$ cat src/rtl/vcore_dec_disp_q.sv
// Decode-to-dispatch skid queue: DEPTH-entry circular FIFO with valid/ready
// on both sides, synchronous flush, occupancy, almost-full and high-water mark.

package vcore_dec_disp_pkg;
    typedef struct packed {
        logic [5:0]  opc;
        logic [4:0]  rd;
        logic [4:0]  rs1;
        logic [4:0]  rs2;
        logic [10:0] imm;
    } vcore_dec_disp_t;
endpackage

module vcore_dec_disp_q #(
    parameter  int DEPTH     = 2,
    parameter  int DATA_W    = $bits(vcore_dec_disp_pkg::vcore_dec_disp_t),
    parameter  int AFULL_LVL = DEPTH - 1,
    localparam int CNT_W     = $clog2(DEPTH + 1)
) (
    input  logic              clk,
    input  logic              rst_n,
    input  logic              flush,
    input  logic              valid_in,
    output logic              ready_out,
    input  logic [DATA_W-1:0] data_in,
    output logic              valid_out,
    input  logic              ready_in,
    output logic [DATA_W-1:0] data_out,
    output logic [CNT_W-1:0]  count,
    output logic              almost_full,
    output logic [CNT_W-1:0]  max_count
);

    localparam int PTR_W = (DEPTH > 1) ? $clog2(DEPTH) : 1;

    logic              push, pop;
    logic [CNT_W-1:0]  count_q, count_d;
    logic [CNT_W-1:0]  max_q, max_d;
    logic [PTR_W-1:0]  wr_ptr_q, wr_ptr_d;
    logic [PTR_W-1:0]  rd_ptr_q, rd_ptr_d;
    logic [DATA_W-1:0] mem_q [DEPTH];

    // Pointer advance with explicit wrap so non-power-of-2 depths work.
    function automatic logic [PTR_W-1:0] ptr_inc(input logic [PTR_W-1:0] p);
        return (p == PTR_W'(DEPTH - 1)) ? '0 : p + PTR_W'(1);
    endfunction

    // A full queue still accepts when the head leaves in the same cycle.
    assign ready_out   = ~flush & ((count_q != CNT_W'(DEPTH)) | ready_in);
    assign valid_out   = (count_q != '0);
    assign push        = valid_in & ready_out;
    assign pop         = valid_out & ready_in;
    assign data_out    = mem_q[rd_ptr_q];
    assign count       = count_q;
    assign max_count   = max_q;
    assign almost_full = (count_q >= CNT_W'(AFULL_LVL));

    // Next-state for occupancy, pointers and high-water mark.
    always_comb begin
        count_d  = count_q;
        wr_ptr_d = wr_ptr_q;
        rd_ptr_d = rd_ptr_q;
        if (flush) begin
            // A concurrent pop is simply absorbed by the reset of the pointers.
            count_d  = '0;
            wr_ptr_d = '0;
            rd_ptr_d = '0;
        end else begin
            if (push) wr_ptr_d = ptr_inc(wr_ptr_q);
            if (pop)  rd_ptr_d = ptr_inc(rd_ptr_q);
            case ({push, pop})
                2'b10:   count_d = count_q + CNT_W'(1);
                2'b01:   count_d = count_q - CNT_W'(1);
                default: count_d = count_q;
            endcase
        end
        max_d = (count_d > max_q) ? count_d : max_q;
    end

    // Control state; reset clears everything except the payload storage.
    always_ff @(posedge clk or negedge rst_n) begin
        if (!rst_n) begin
            count_q  <= '0;
            max_q    <= '0;
            wr_ptr_q <= '0;
            rd_ptr_q <= '0;
        end else begin
            count_q  <= count_d;
            max_q    <= max_d;
            wr_ptr_q <= wr_ptr_d;
            rd_ptr_q <= rd_ptr_d;
        end
    end

    // Payload storage: unreset, written only on an accepted push.
    always_ff @(posedge clk) begin
        if (push) mem_q[wr_ptr_q] <= data_in;
    end

endmodule
$ cat config.mk
export PLATFORM = sky130hd
export DESIGN_NAME = vcore_dec_disp_q
export DESIGN_NICKNAME = d
export VERILOG_FILES = /design/src/rtl/vcore_dec_disp_q.sv
export SDC_FILE = /design/constraint.sdc
export NUM_CORES = 1
export LEC_CHECK = 0
export ABC_AREA = 1
export CAP_MARGIN = 15
export CORE_ASPECT_RATIO = 1.2
export CORE_UTILIZATION = 45
export CTS_CLUSTER_DIAMETER = 30
export DETAILED_ROUTE_END_ITERATION = 12
export HOLD_SLACK_MARGIN = 0.08
export PLACE_DENSITY_LB_ADDON = 0.05
export REMOVE_ABC_BUFFERS = 1
export SYNTH_ARGS = -nofsm -noshare
export SYNTH_HDL_FRONTEND = slang
export SYNTH_SLANG_ARGS = --single-unit
$ cat constraint.sdc
create_clock -name clk -period 6.9 [get_ports clk]
set_input_delay 1.38 -clock clk [delete_from_list [all_inputs] [get_ports clk]]
set_output_delay 1.38 -clock clk [all_outputs]
set_load 0.02 [all_outputs]
## After elaboration in Yosys (flattened, before gate mapping)

Memories as Yosys holds them, arrays and structs flattened.
Cells that the tools add are included.

- Memory bits (writable): 64
- Memories kept: 1
- Latch bits: 0
- Register bits: 6
- Memory bits (read-only): 0
- Word-level logic and storage cells: 32
- Output and inout port bits: 39

Memories:

| memory | words | bits a word | read ports | clocked after Yosys merged registers in | write ports | RTL line | text |
|---|---|---|---|---|---|---|---|
| mem_q | 2 | 32 | 1 | 0 | 1 | 41 | `logic [DATA_W-1:0] mem_q [DEPTH];` |

- Equality and inequality tests: 3
- Order comparisons: 2
- Bitwise gates (word level): 5
- $add $sub $neg: 4
- Divide/modulo/power cells: 0
- Multipliers: 0
- Reduce and logical (&&, ||, !) cells: 3
- Shift operators: 0
- Muxes and demuxes: 10

Operators with widths:

| kind | count |
|---|---|
| $mux 1 | 8 |
| $reduce_bool 2->1 | 3 |
| $pmux 2 s2 | 1 |
| $and 1x1->1 | 3 |
| $add 1x1->1 const B | 2 |
| $add 2x1->2 const B | 1 |
| $eq 2x1->1 const B | 1 |
| $eq 2x2->1 const B | 1 |
| $ge 2x1->1 const B | 1 |
| $gt 2x2->1 | 1 |
| $mux 2 | 1 |
| $ne 2x2->1 const B | 1 |
| $sub 2x1->2 const B | 1 |
| $not 1->1 | 1 |
| $or 1x1->1 | 1 |

## Longest topological paths before layout

Gate-level depths: netlist of run 1.

- Depth after elaboration: 8
- Gate-level depth with buffers: 18
- Depth with buffers taken out: 18

## Worst setup path before layout of run 1

Ideal clock, no wire load.

- Path kind: input to register
- From: input flush
- To: memory mem_q[0][0] (netlist bit) (enable)
- Data required time: 6.479 ns
- Buffers on the path: 0
- Stages: 3
- Setup slack: 3.524 ns
- Arrival time: 2.955 ns
- Cell sequence: inv_2 nand3_2 nor2_1

- Longest elaborated chain between the ends: 5

Ends and longest elaborated chain:

| element | RTL line | text |
|---|---|---|
| start, declared | 22 | `input logic flush,` |
| $not 1->1 | 49 | `assign ready_out = ~flush & ((count_q != CNT_W'(DEPTH)) \| ready_in);` |
| $and 1x1->1 | 49 |  |
| $and 1x1->1 | 51 | `assign push = valid_in & ready_out;` |
| $mux 1 | 97 | `if (push) mem_q[wr_ptr_q] <= data_in;` |
| $mux 1 (implied by the code) | 97 |  |
| end, declared | 41 |  |

Every way passes these cells.

## Final worst setup path of run 1

- From: input ready_in
- To: output ready_out

- Longest elaborated chain between the ends: 2

Ends and longest elaborated chain:

| element | RTL line | text |
|---|---|---|
| start, declared | 27 | `input logic ready_in,` |
| $or 1x1->1 | 49 |  |
| $and 1x1->1 | 49 |  |
| end, declared | 24 | `output logic ready_out,` |

Every way passes these cells.

==> impl_results.html, run 1 <==
<table>
<tr><th>Metric</th><th>Value</th></tr>
<tr><th colspan="2">Global route</th></tr>
<tr><td>Maximum number of pins on one net before global-route repair</td><td>35</td></tr>
<tr><td>Antenna violations before repair</td><td>0</td></tr>
<tr><td>Global-route wire length before repair</td><td>~7000 µm</td></tr>
<tr><td>Total Routing Usage GR</td><td>0.157</td></tr>
<tr><td>Vias in the first global route</td><td>1644</td></tr>
<tr><td>Total grt overflow</td><td>0</td></tr>
<tr><th colspan="2">Clocking</th></tr>
<tr><td>TritonCTS sink count</td><td>70</td></tr>
<tr><td>Maximum buffer depth of the clock tree</td><td>2</td></tr>
<tr><td>Count of buffers added by post-CTS timing repair for setup</td><td>0</td></tr>
<tr><td>Count of hold-fix buffers inserted at cts</td><td>0</td></tr>
<tr><td>Clock tree root buffer cell</td><td>sky130_fd_sc_hd__clkbuf_8</td></tr>
<tr><td>H-tree depth reported by CTS</td><td>3</td></tr>
<tr><td>Total clock buffers created by CTS</td><td>9</td></tr>
<tr><td>Clock latency on the worst-skew pair</td><td>~0.34 ns</td></tr>
<tr><td>Clock Pin Slew Worst Setup and Hold Paths</td><td>~0.07 ns</td></tr>
<tr><td>TritonCTS clock tree</td><td>done</td></tr>
<tr><td>Count of cells resized by post-cts repair</td><td>0</td></tr>
<tr><th colspan="2">Setup path</th></tr>
<tr><td>Largest fanout on the critical path</td><td>2</td></tr>
<tr><td>Max incr delay on CP</td><td>about 0.62 ns</td></tr>
<tr><td>Type of the worst setup path</td><td>input pin to output port</td></tr>
<tr><td>Startpoint type of the worst setup path</td><td>input pin</td></tr>
<tr><td>Capturing element type of the critical path</td><td>output port</td></tr>
<tr><td>Most common cell on crit path</td><td>sky130_fd_sc_hd__clkdlybuf4s50_1</td></tr>
<tr><td>Register-to-Register Path Depth</td><td>15</td></tr>
<tr><td>Cell with the largest stage delay on the worst path</td><td>sky130_fd_sc_hd__clkdlybuf4s50_1</td></tr>
<tr><td>Series of cell instances along the critical path</td><td>clkdlybuf4s50_1 -&gt; inv_1 -&gt; a21oi_1 -&gt; clkdlybuf4s50_1</td></tr>
<tr><td>Worst path arrival time</td><td>between 2 and 3 ns</td></tr>
<tr><td>CP required</td><td>around 5.5 ns</td></tr>
<tr><th colspan="2">Layout</th></tr>
<tr><td>Final net count</td><td>about 360</td></tr>
<tr><td>Antenna Diode Count</td><td>0</td></tr>
<tr><td>Most frequent standard cell in the layout excluding fill and tap cells</td><td>sky130_fd_sc_hd__nand2_1</td></tr>
<tr><td>Highest-count cells in the layout ignoring fill and taps</td><td>114 x sky130_fd_sc_hd__nand2_1, 75 x sky130_fd_sc_hd__clkdlybuf4s50_1, 64 x sky130_fd_sc_hd__edfxtp_1</td></tr>
<tr><td>Area growth, synth to finish</td><td>36.2%</td></tr>
<tr><td>Post-layout utilization of the core</td><td>0.636</td></tr>
<tr><td>Fraction of final layout cells sized beyond drive strength 1</td><td>0.0728</td></tr>
<tr><td>Number of filler instances in the final layout</td><td>between 400 and 500</td></tr>
<tr><th colspan="2">Detailed routing</th></tr>
<tr><td>Vias after detailed routing</td><td>1781</td></tr>
<tr><td>Iter 0 DRT Violations</td><td>71</td></tr>
<tr><td>Topmost layer with routed signal wires</td><td>met4</td></tr>
<tr><td>DR DRC count</td><td>0</td></tr>
<tr><td>Wl on met1</td><td>a little under 2000 µm</td></tr>
<tr><td>Final routed wire length divided by cell count</td><td>between 10 and 15 µm</td></tr>
<tr><td>Length of routed met2 wiring</td><td>2500 µm</td></tr>
<tr><td>Length of the first detailed-routing pass in iterations</td><td>4</td></tr>
<tr><td>Detailed-routed wire length on met3</td><td>between 200 and 300 µm</td></tr>
<tr><td>Final antenna-violating net count</td><td>0</td></tr>
<tr><td>Detailed-route wire length</td><td>just under 5000 µm</td></tr>
<tr><td>Routed vias/inst</td><td>4.47</td></tr>
<tr><th colspan="2">STA</th></tr>
<tr><td>Worst Skew</td><td>about 0.012 ns</td></tr>
<tr><td>RSZ-0062 raised after global routing</td><td>no</td></tr>
<tr><td>Share of the clock period used by the worst path</td><td>0.586</td></tr>
<tr><td>Final worst path period need</td><td>between 4 and 5 ns</td></tr>
<tr><td>Final count of pins violating max slew</td><td>0</td></tr>
<tr><td>Final count of hold timing violations</td><td>0</td></tr>
<tr><td>Number of failing setup endpoints in the final timing report</td><td>0</td></tr>
<tr><td>Least setup slack across all paths after layout</td><td>between 2 and 3 ns</td></tr>
<tr><td>Fmax</td><td>between 200 and 250 MHz</td></tr>
<tr><td>Max-slew headroom at the worst pin</td><td>0.368</td></tr>
<tr><td>Tightest Pin Transition</td><td>approximately 0.95 ns</td></tr>
<tr><td>Total Neg Setup Slack</td><td>0 ns</td></tr>
<tr><th colspan="2">Power</th></tr>
<tr><td>Switching share of total power</td><td>0.260</td></tr>
<tr><td>Worst vdd rail ir drop</td><td>0.230 mV</td></tr>
<tr><td>Clk pwr share</td><td>0.317</td></tr>
<tr><td>Sequential share of power</td><td>0.468</td></tr>
<tr><td>Total power of the final layout</td><td>roughly 1.1 mW</td></tr>
<tr><td>Power per unit of standard cell area</td><td>281 mW/mm²</td></tr>
<tr><td>Internal</td><td>~0.8 mW</td></tr>
<tr><td>Net switching power figure</td><td>between 0.2 and 0.3 mW</td></tr>
<tr><td>Leakage power</td><td>between 1.5 and 2 nW</td></tr>
<tr><td>Combinational share of power</td><td>0.215</td></tr>
<tr><th colspan="2">Synth</th></tr>
<tr><td>Top post-synthesis cells by area</td><td>sky130_fd_sc_hd__edfxtp_1 68%, sky130_fd_sc_hd__nand2_1 15%, sky130_fd_sc_hd__dfrtp_1 5.3%</td></tr>
<tr><td>Synthesis warning total</td><td>0</td></tr>
<tr><td>Synth Instances</td><td>between 200 and 250</td></tr>
<tr><td>Count of unique library cells instantiated by Yosys</td><td>16</td></tr>
<tr><td>Number of storage elements in the synthesis netlist</td><td>70</td></tr>
<tr><td>Post-Syn Area per Cell</td><td>approximately 12 µm²</td></tr>
<tr><td>Post-Syn Area</td><td>roughly 0.0028 mm²</td></tr>
<tr><td>Fraction of the yosys area taken by sequential cells</td><td>0.738</td></tr>
<tr><td>Cell taking the most area after synthesis</td><td>sky130_fd_sc_hd__edfxtp_1</td></tr>
<tr><td>Area share of the leading cell type in the synthesized netlist</td><td>0.685</td></tr>
<tr><th colspan="2">Flow run</th></tr>
<tr><td>Maximum capacitance violations</td><td>0</td></tr>
<tr><th colspan="2">Die</th></tr>
<tr><td>Core ar.</td><td>approximately 0.006 mm²</td></tr>
<tr><td>Area enclosed by the die boundary</td><td>roughly 0.0066 mm²</td></tr>
<tr><td>Vertical extent of the die</td><td>just under 90 µm</td></tr>
<tr><td>DIE WIDTH</td><td>74.1 µm</td></tr>
<tr><td>Std-Cell Rows</td><td>31</td></tr>
<tr><td>Number of placed I/O pins</td><td>76</td></tr>
<tr><td>Initial core utilization</td><td>0.467</td></tr>
<tr><th colspan="2">Placed design</th></tr>
<tr><td>Final weighted congestion in routability-driven placement</td><td>roughly 0.7</td></tr>
<tr><td>Setup Slack @ Placement</td><td>2.87 ns</td></tr>
<tr><td>HPWL after DPL</td><td>between 3000 and 4000 µm</td></tr>
<tr><td>Total of buffers placed on input and output ports</td><td>between 70 and 80</td></tr>
<tr><th colspan="2">Hold path</th></tr>
<tr><td>Min-delay worst type</td><td>flip-flop to flip-flop</td></tr>
<tr><td>WHS Path Cells</td><td>2</td></tr>
<tr><th colspan="2">Outcome</th></tr>
<tr><td>Run status</td><td>complete, no violations</td></tr>
</table>
synthesized netlist by cell type (all sizes together):
cell	n
nand2	114
o21ai	3
nand3	3
edfxtp	64
inv	18
nor2	6
ha	7
a21oi	3
buf	7
dfrtp	6
registers in the layout, indices dropped and copies added (netlist names):
register	cells
wr_ptr_q	1
mem_q	64
rd_ptr_q	1
count	2
max_count	2
cells by family after synthesis:
kind of cell,synth area share
compound gates,0.0120
flops,0.738
buf+inv,0.0499
simple gates,0.169
fa+ha+maj,0.0312
final timing paths:
check | start | end | slack (ns)
worst min register to register | max_count[1]$_DFFE_PN0N_ | max_count[1]$_DFFE_PN0N_ | 0.52
worst min-delay path | max_count[1]$_DFFE_PN0N_ | max_count[1]$_DFFE_PN0N_ | 0.52
worst max-delay path | ready_in | ready_out | 2.85
max in group asynchronous | rst_n | rd_ptr_q$_DFFE_PN0P_ | 5.37
min in group asynchronous | rst_n | count[1]$_DFF_PN0_ | 1.29
worst max register to register | count[0]$_DFF_PN0_ | max_count[0]$_DFFE_PN0N_ | 4.49
routing by layer:
metal	global-route usage	up-vias
met5	0	-
met4	0.105	0
met2	0.279	51
met1	0.159	802
li1	-	916
met3	0.0399	12
worst max-delay path: cells and delay by family:
| kind | cells | cell delay, ns |
|---|---|---|
| AOI/OAI and AO/OA | 1 | 0.12 |
| buffers and inverters | 3 | 1.17 |
cell type report:
cell class              instances  area [µm²]  share of cell area
clock buffers                  11         131              0.0344
repair buffers                 76         758               0.198
multi-input cells             136         609               0.159
flip-flops and latches         70        2070               0.542
clock inverters                 5        75.1              0.0196
well taps                      82         103              0.0268
inverters                      18        72.6              0.0190
power groups by stage:
| stage | sequential [mW] | combinational (mW) | clock, mW |
|---|---|---|---|
| after floorplan | 0.521 | 0.113 | 0 |
| after global placement | 0.513 | 0.231 | 0 |
| after detailed placement | 0.513 | 0.234 | 0 |
| after CTS | 0.504 | 0.235 | 0.348 |
| after global routing | 0.506 | 0.254 | 0.369 |
| final | 0.504 | 0.231 | 0.341 |
through the flow:
stage	hold slack (ns)	cell area, µm²	instances
final	0.516	3820	398
after global routing	0.532	3820	398
after CTS	0.517	3820	398
after detailed placement	0.499	3610	382
after global placement	0.489	3610	382
after floorplan	0.468	2740	224
Note: power is estimated with default switching activity, not from simulation.
==> run 2: changes to the inputs <==
--- a/config.mk
+++ b/config.mk
@@ -8,7 +8,7 @@
 export ABC_AREA = 1
 export CAP_MARGIN = 15
 export CORE_ASPECT_RATIO = 1.2
-export CORE_UTILIZATION = 45
+export CORE_UTILIZATION = 43
 export CTS_CLUSTER_DIAMETER = 30
 export DETAILED_ROUTE_END_ITERATION = 12
 export HOLD_SLACK_MARGIN = 0.08
==> constraint.sdc (replaced) <==
create_clock -name clk -period 3.6 [get_ports clk]
set_input_delay 0.72 -clock clk [delete_from_list [all_inputs] [get_ports clk]]
set_output_delay 0.72 -clock clk [all_outputs]
set_load 0.02 [all_outputs]
==> run 2 against run 1 <==
Global-route usage up 0.48 points. Setup slack worse by 2.2 ns. Count of clock-buffer cells in the layout unchanged. Largest power group unchanged. Sequential share of layout area up 0.30 points. Largest cell class unchanged. Design area down 0.56%. Worst hold slack better by 0.0031 ns.
==> impl_results.html, run 2 (synthesis gave the netlist of run 1 again) <==
<table>
<tr><th>Metric</th><th>Value</th></tr>
<tr><th colspan="2">Outcome</th></tr>
<tr><td>Run status</td><td>complete, no violations (unchanged)</td></tr>
<tr><th colspan="2">Detailed routing</th></tr>
<tr><td>Final antenna-violating net count</td><td>0 (unchanged)</td></tr>
<tr><td>Routed vias/inst</td><td>4.60 (was 4.47)</td></tr>
<tr><td>Iter 0 DRT Violations</td><td>88 (was 71)</td></tr>
<tr><td>Vias after detailed routing</td><td>1840 (was 1781)</td></tr>
<tr><td>Final routed wire length divided by cell count</td><td>12.3 µm (was 12.1 µm)</td></tr>
<tr><td>DR DRC count</td><td>0 (unchanged)</td></tr>
<tr><td>Detailed-route wire length</td><td>4910 µm (was 4810 µm)</td></tr>
<tr><td>Length of the first detailed-routing pass in iterations</td><td>4 (unchanged)</td></tr>
<tr><th colspan="2">Clocking</th></tr>
<tr><td>Clock Pin Slew Worst Setup and Hold Paths</td><td>0.07 ns (about the same)</td></tr>
<tr><td>Clock latency on the worst-skew pair</td><td>0.34 ns (about the same)</td></tr>
<tr><td>Count of hold-fix buffers inserted at cts</td><td>0 (unchanged)</td></tr>
<tr><td>Total clock buffers created by CTS</td><td>9 (unchanged)</td></tr>
<tr><td>H-tree depth reported by CTS</td><td>3 (unchanged)</td></tr>
<tr><td>Maximum buffer depth of the clock tree</td><td>2 (unchanged)</td></tr>
<tr><td>Count of buffers added by post-CTS timing repair for setup</td><td>0 (unchanged)</td></tr>
<tr><td>TritonCTS clock tree</td><td>done (unchanged)</td></tr>
<tr><td>Count of cells resized by post-cts repair</td><td>0 (unchanged)</td></tr>
<tr><td>TritonCTS sink count</td><td>70 (unchanged)</td></tr>
<tr><td>Clock tree root buffer cell</td><td>sky130_fd_sc_hd__clkbuf_8 (unchanged)</td></tr>
<tr><th colspan="2">Setup path</th></tr>
<tr><td>Type of the worst setup path</td><td>flip-flop to output port (was input pin to output port)</td></tr>
<tr><td>Largest fanout on the critical path</td><td>17 (was 2)</td></tr>
<tr><td>Series of cell instances along the critical path</td><td>buf_4 -&gt; nand2_1 -&gt; nand2_1 -&gt; clkdlybuf4s50_1 (was clkdlybuf4s50_1 -&gt; inv_1 -&gt; a21oi_1 -&gt; clkdlybuf4s50_1)</td></tr>
<tr><td>CP required</td><td>2.88 ns (was 5.52 ns)</td></tr>
<tr><td>Capturing element type of the critical path</td><td>output port (unchanged)</td></tr>
<tr><td>Startpoint type of the worst setup path</td><td>flip-flop (was input pin)</td></tr>
<tr><td>Cell with the largest stage delay on the worst path</td><td>sky130_fd_sc_hd__dfrtp_1 (was sky130_fd_sc_hd__clkdlybuf4s50_1)</td></tr>
<tr><td>Worst path arrival time</td><td>2.24 ns (was 2.67 ns)</td></tr>
<tr><td>Most common cell on crit path</td><td>sky130_fd_sc_hd__nand2_1 (was sky130_fd_sc_hd__clkdlybuf4s50_1)</td></tr>
<tr><td>Dominant delay contributor by cell family on the critical path</td><td>buffers and inverters (unchanged)</td></tr>
<tr><td>Max incr delay on CP</td><td>0.77 ns (was 0.62 ns)</td></tr>
<tr><td>Buffers and inverters on the worst path</td><td>2 (was 3)</td></tr>
<tr><th colspan="2">Placed design</th></tr>
<tr><td>Post-Place Cell Area</td><td>0.00364 mm² (was 0.00361 mm²)</td></tr>
<tr><td>HPWL after DPL</td><td>3130 µm (was 3030 µm)</td></tr>
<tr><td>Setup Slack @ Placement</td><td>0.662 ns (was 2.87 ns)</td></tr>
<tr><td>Total of buffers placed on input and output ports</td><td>75 (unchanged)</td></tr>
<tr><td>Cells after DPL</td><td>384 (was 382)</td></tr>
<tr><td>Final weighted congestion in routability-driven placement</td><td>0.788 (was 0.689)</td></tr>
<tr><th colspan="2">Global route</th></tr>
<tr><td>Vias in the first global route</td><td>1773 (was 1644)</td></tr>
<tr><td>Global-route wire length before repair</td><td>7940 µm (was 7180 µm)</td></tr>
<tr><td>Total grt overflow</td><td>0 (unchanged)</td></tr>
<tr><td>Antenna violations before repair</td><td>0 (unchanged)</td></tr>
<tr><td>Maximum number of pins on one net before global-route repair</td><td>35 (unchanged)</td></tr>
<tr><td>Total Routing Usage GR</td><td>0.161 (was 0.157)</td></tr>
<tr><th colspan="2">Power</th></tr>
<tr><td>Leakage power</td><td>1.54 nW (was 1.55 nW)</td></tr>
<tr><td>Power per unit of standard cell area</td><td>508 mW/mm² (was 281 mW/mm²)</td></tr>
<tr><td>Worst vdd rail ir drop</td><td>0.267 mV (was 0.230 mV)</td></tr>
<tr><th colspan="2">STA</th></tr>
<tr><td>Number of failing setup endpoints in the final timing report</td><td>0 (unchanged)</td></tr>
<tr><td>Least setup slack across all paths after layout</td><td>0.643 ns (was 2.85 ns)</td></tr>
<tr><td>Worst Skew</td><td>0.0105 ns (was 0.0119 ns)</td></tr>
<tr><td>Max-slew headroom at the worst pin</td><td>0.557 (was 0.368)</td></tr>
<tr><td>Fmax</td><td>~340 MHz</td></tr>
<tr><td>Final count of hold timing violations</td><td>0 (unchanged)</td></tr>
<tr><td>Tightest Pin Transition</td><td>0.665 ns (was 0.946 ns)</td></tr>
<tr><td>Final worst path period need</td><td>2.96 ns</td></tr>
<tr><td>Final count of pins violating max slew</td><td>0 (unchanged)</td></tr>
<tr><td>Total Neg Setup Slack</td><td>0 ns (unchanged)</td></tr>
<tr><td>Share of the clock period used by the worst path</td><td>0.821</td></tr>
<tr><td>RSZ-0062 raised after global routing</td><td>no (unchanged)</td></tr>
<tr><td>Worst hold slack after final layout</td><td>0.519 ns (was 0.516 ns)</td></tr>
<tr><th colspan="2">Die</th></tr>
<tr><td>Core ar.</td><td>0.00617 mm² (was 0.00601 mm²)</td></tr>
<tr><td>Initial core utilization</td><td>0.455 (was 0.467)</td></tr>
<tr><td>Area enclosed by the die boundary</td><td>0.00686 mm² (was 0.00656 mm²)</td></tr>
<tr><td>Std-Cell Rows</td><td>31 (unchanged)</td></tr>
<tr><td>DIE WIDTH</td><td>75.8 µm (was 74.1 µm)</td></tr>
<tr><td>Number of placed I/O pins</td><td>76 (unchanged)</td></tr>
<tr><td>Vertical extent of the die</td><td>90.5 µm (was 88.5 µm)</td></tr>
<tr><th colspan="2">Layout</th></tr>
<tr><td>Number of flip-flops in the largest register</td><td>64 (unchanged)</td></tr>
<tr><td>Top reg by flops</td><td>mem_q (unchanged)</td></tr>
<tr><td>Final net count</td><td>357 (was 355)</td></tr>
<tr><td>Design area</td><td>0.00380 mm² (was 0.00382 mm²)</td></tr>
<tr><td>Most frequent standard cell in the layout excluding fill and tap cells</td><td>sky130_fd_sc_hd__nand2_1 (unchanged)</td></tr>
<tr><td>Antenna Diode Count</td><td>0 (unchanged)</td></tr>
<tr><td>Fraction of final layout cells sized beyond drive strength 1</td><td>0.0755 (was 0.0728)</td></tr>
<tr><td>Fin cells</td><td>400 (was 398)</td></tr>
<tr><td>Area growth, synth to finish</td><td>35.4% (was 36.2%)</td></tr>
<tr><td>Highest-count cells in the layout ignoring fill and taps</td><td>114 x sky130_fd_sc_hd__nand2_1, 75 x sky130_fd_sc_hd__clkdlybuf4s50_1, 64 x sky130_fd_sc_hd__edfxtp_1 (unchanged)</td></tr>
<tr><th colspan="2">Hold path</th></tr>
<tr><td>Min-delay worst type</td><td>flip-flop to flip-flop (unchanged)</td></tr>
<tr><th colspan="2">Flow run</th></tr>
<tr><td>Maximum capacitance violations</td><td>0 (unchanged)</td></tr>
</table>
## run 2: layer usage
metal	wire (µm)	global-route usage	vias up
li1	-	-	918
met1	2070	0.187	865
met2	2490	0.260	50
met3	283	0.0525	7
met4	72	0.0833	0
met5	0	0	-
## run 2: through the flow
step / util / total power, mW
6_report: 0.616 / 1.93
2_1_floorplan: - / 1.22
4_1_cts: 0.616 / 1.95
5_1_grt: 0.616 / 2.04
3_3_place_gp: 0.591 / 1.43
3_5_place_dp: 0.591 / 1.43
## run 2: worst paths after layout
check	startpoint	cells after the start	endpoint	slack, ns
hold / removal	max_count[1]$_DFFE_PN0N_	2	max_count[1]$_DFFE_PN0N_	0.52
max in group asynchronous	rst_n	1	rd_ptr_q$_DFFE_PN0P_	2.75
min in group asynchronous	rst_n	1	wr_ptr_q$_DFFE_PN0P_	0.62
hold reg to reg	max_count[1]$_DFFE_PN0N_	2	max_count[1]$_DFFE_PN0N_	0.52
setup reg to reg	count[0]$_DFF_PN0_	15	max_count[0]$_DFFE_PN0N_	1.24
setup / recovery	rd_ptr_q$_DFFE_PN0P_	4	data_out[6]	0.64
## run 2: cell type report
cell class,count,area (µm²)
fill,493,2370
sequential,70,2070
timing repair buffer,78,786
multi-input combinational,136,609
clock buffer,11,131
tap,82,103
inverter,18,72.6
clock inverter,5,26.3
## run 2: power by group
group / internal (mW) / total, mW / switching [mW]
combinational: 0.202 / 0.443 / 0.241
clock: 0.244 / 0.520 / 0.276
sequential: 0.940 / 0.967 / 0.0267
## run 2: worst min-delay path, delay by kind of cell (launching register included)
family / cells / cell delay, ns
flops: 1 / 0.37
simple gates: 2 / 0.11
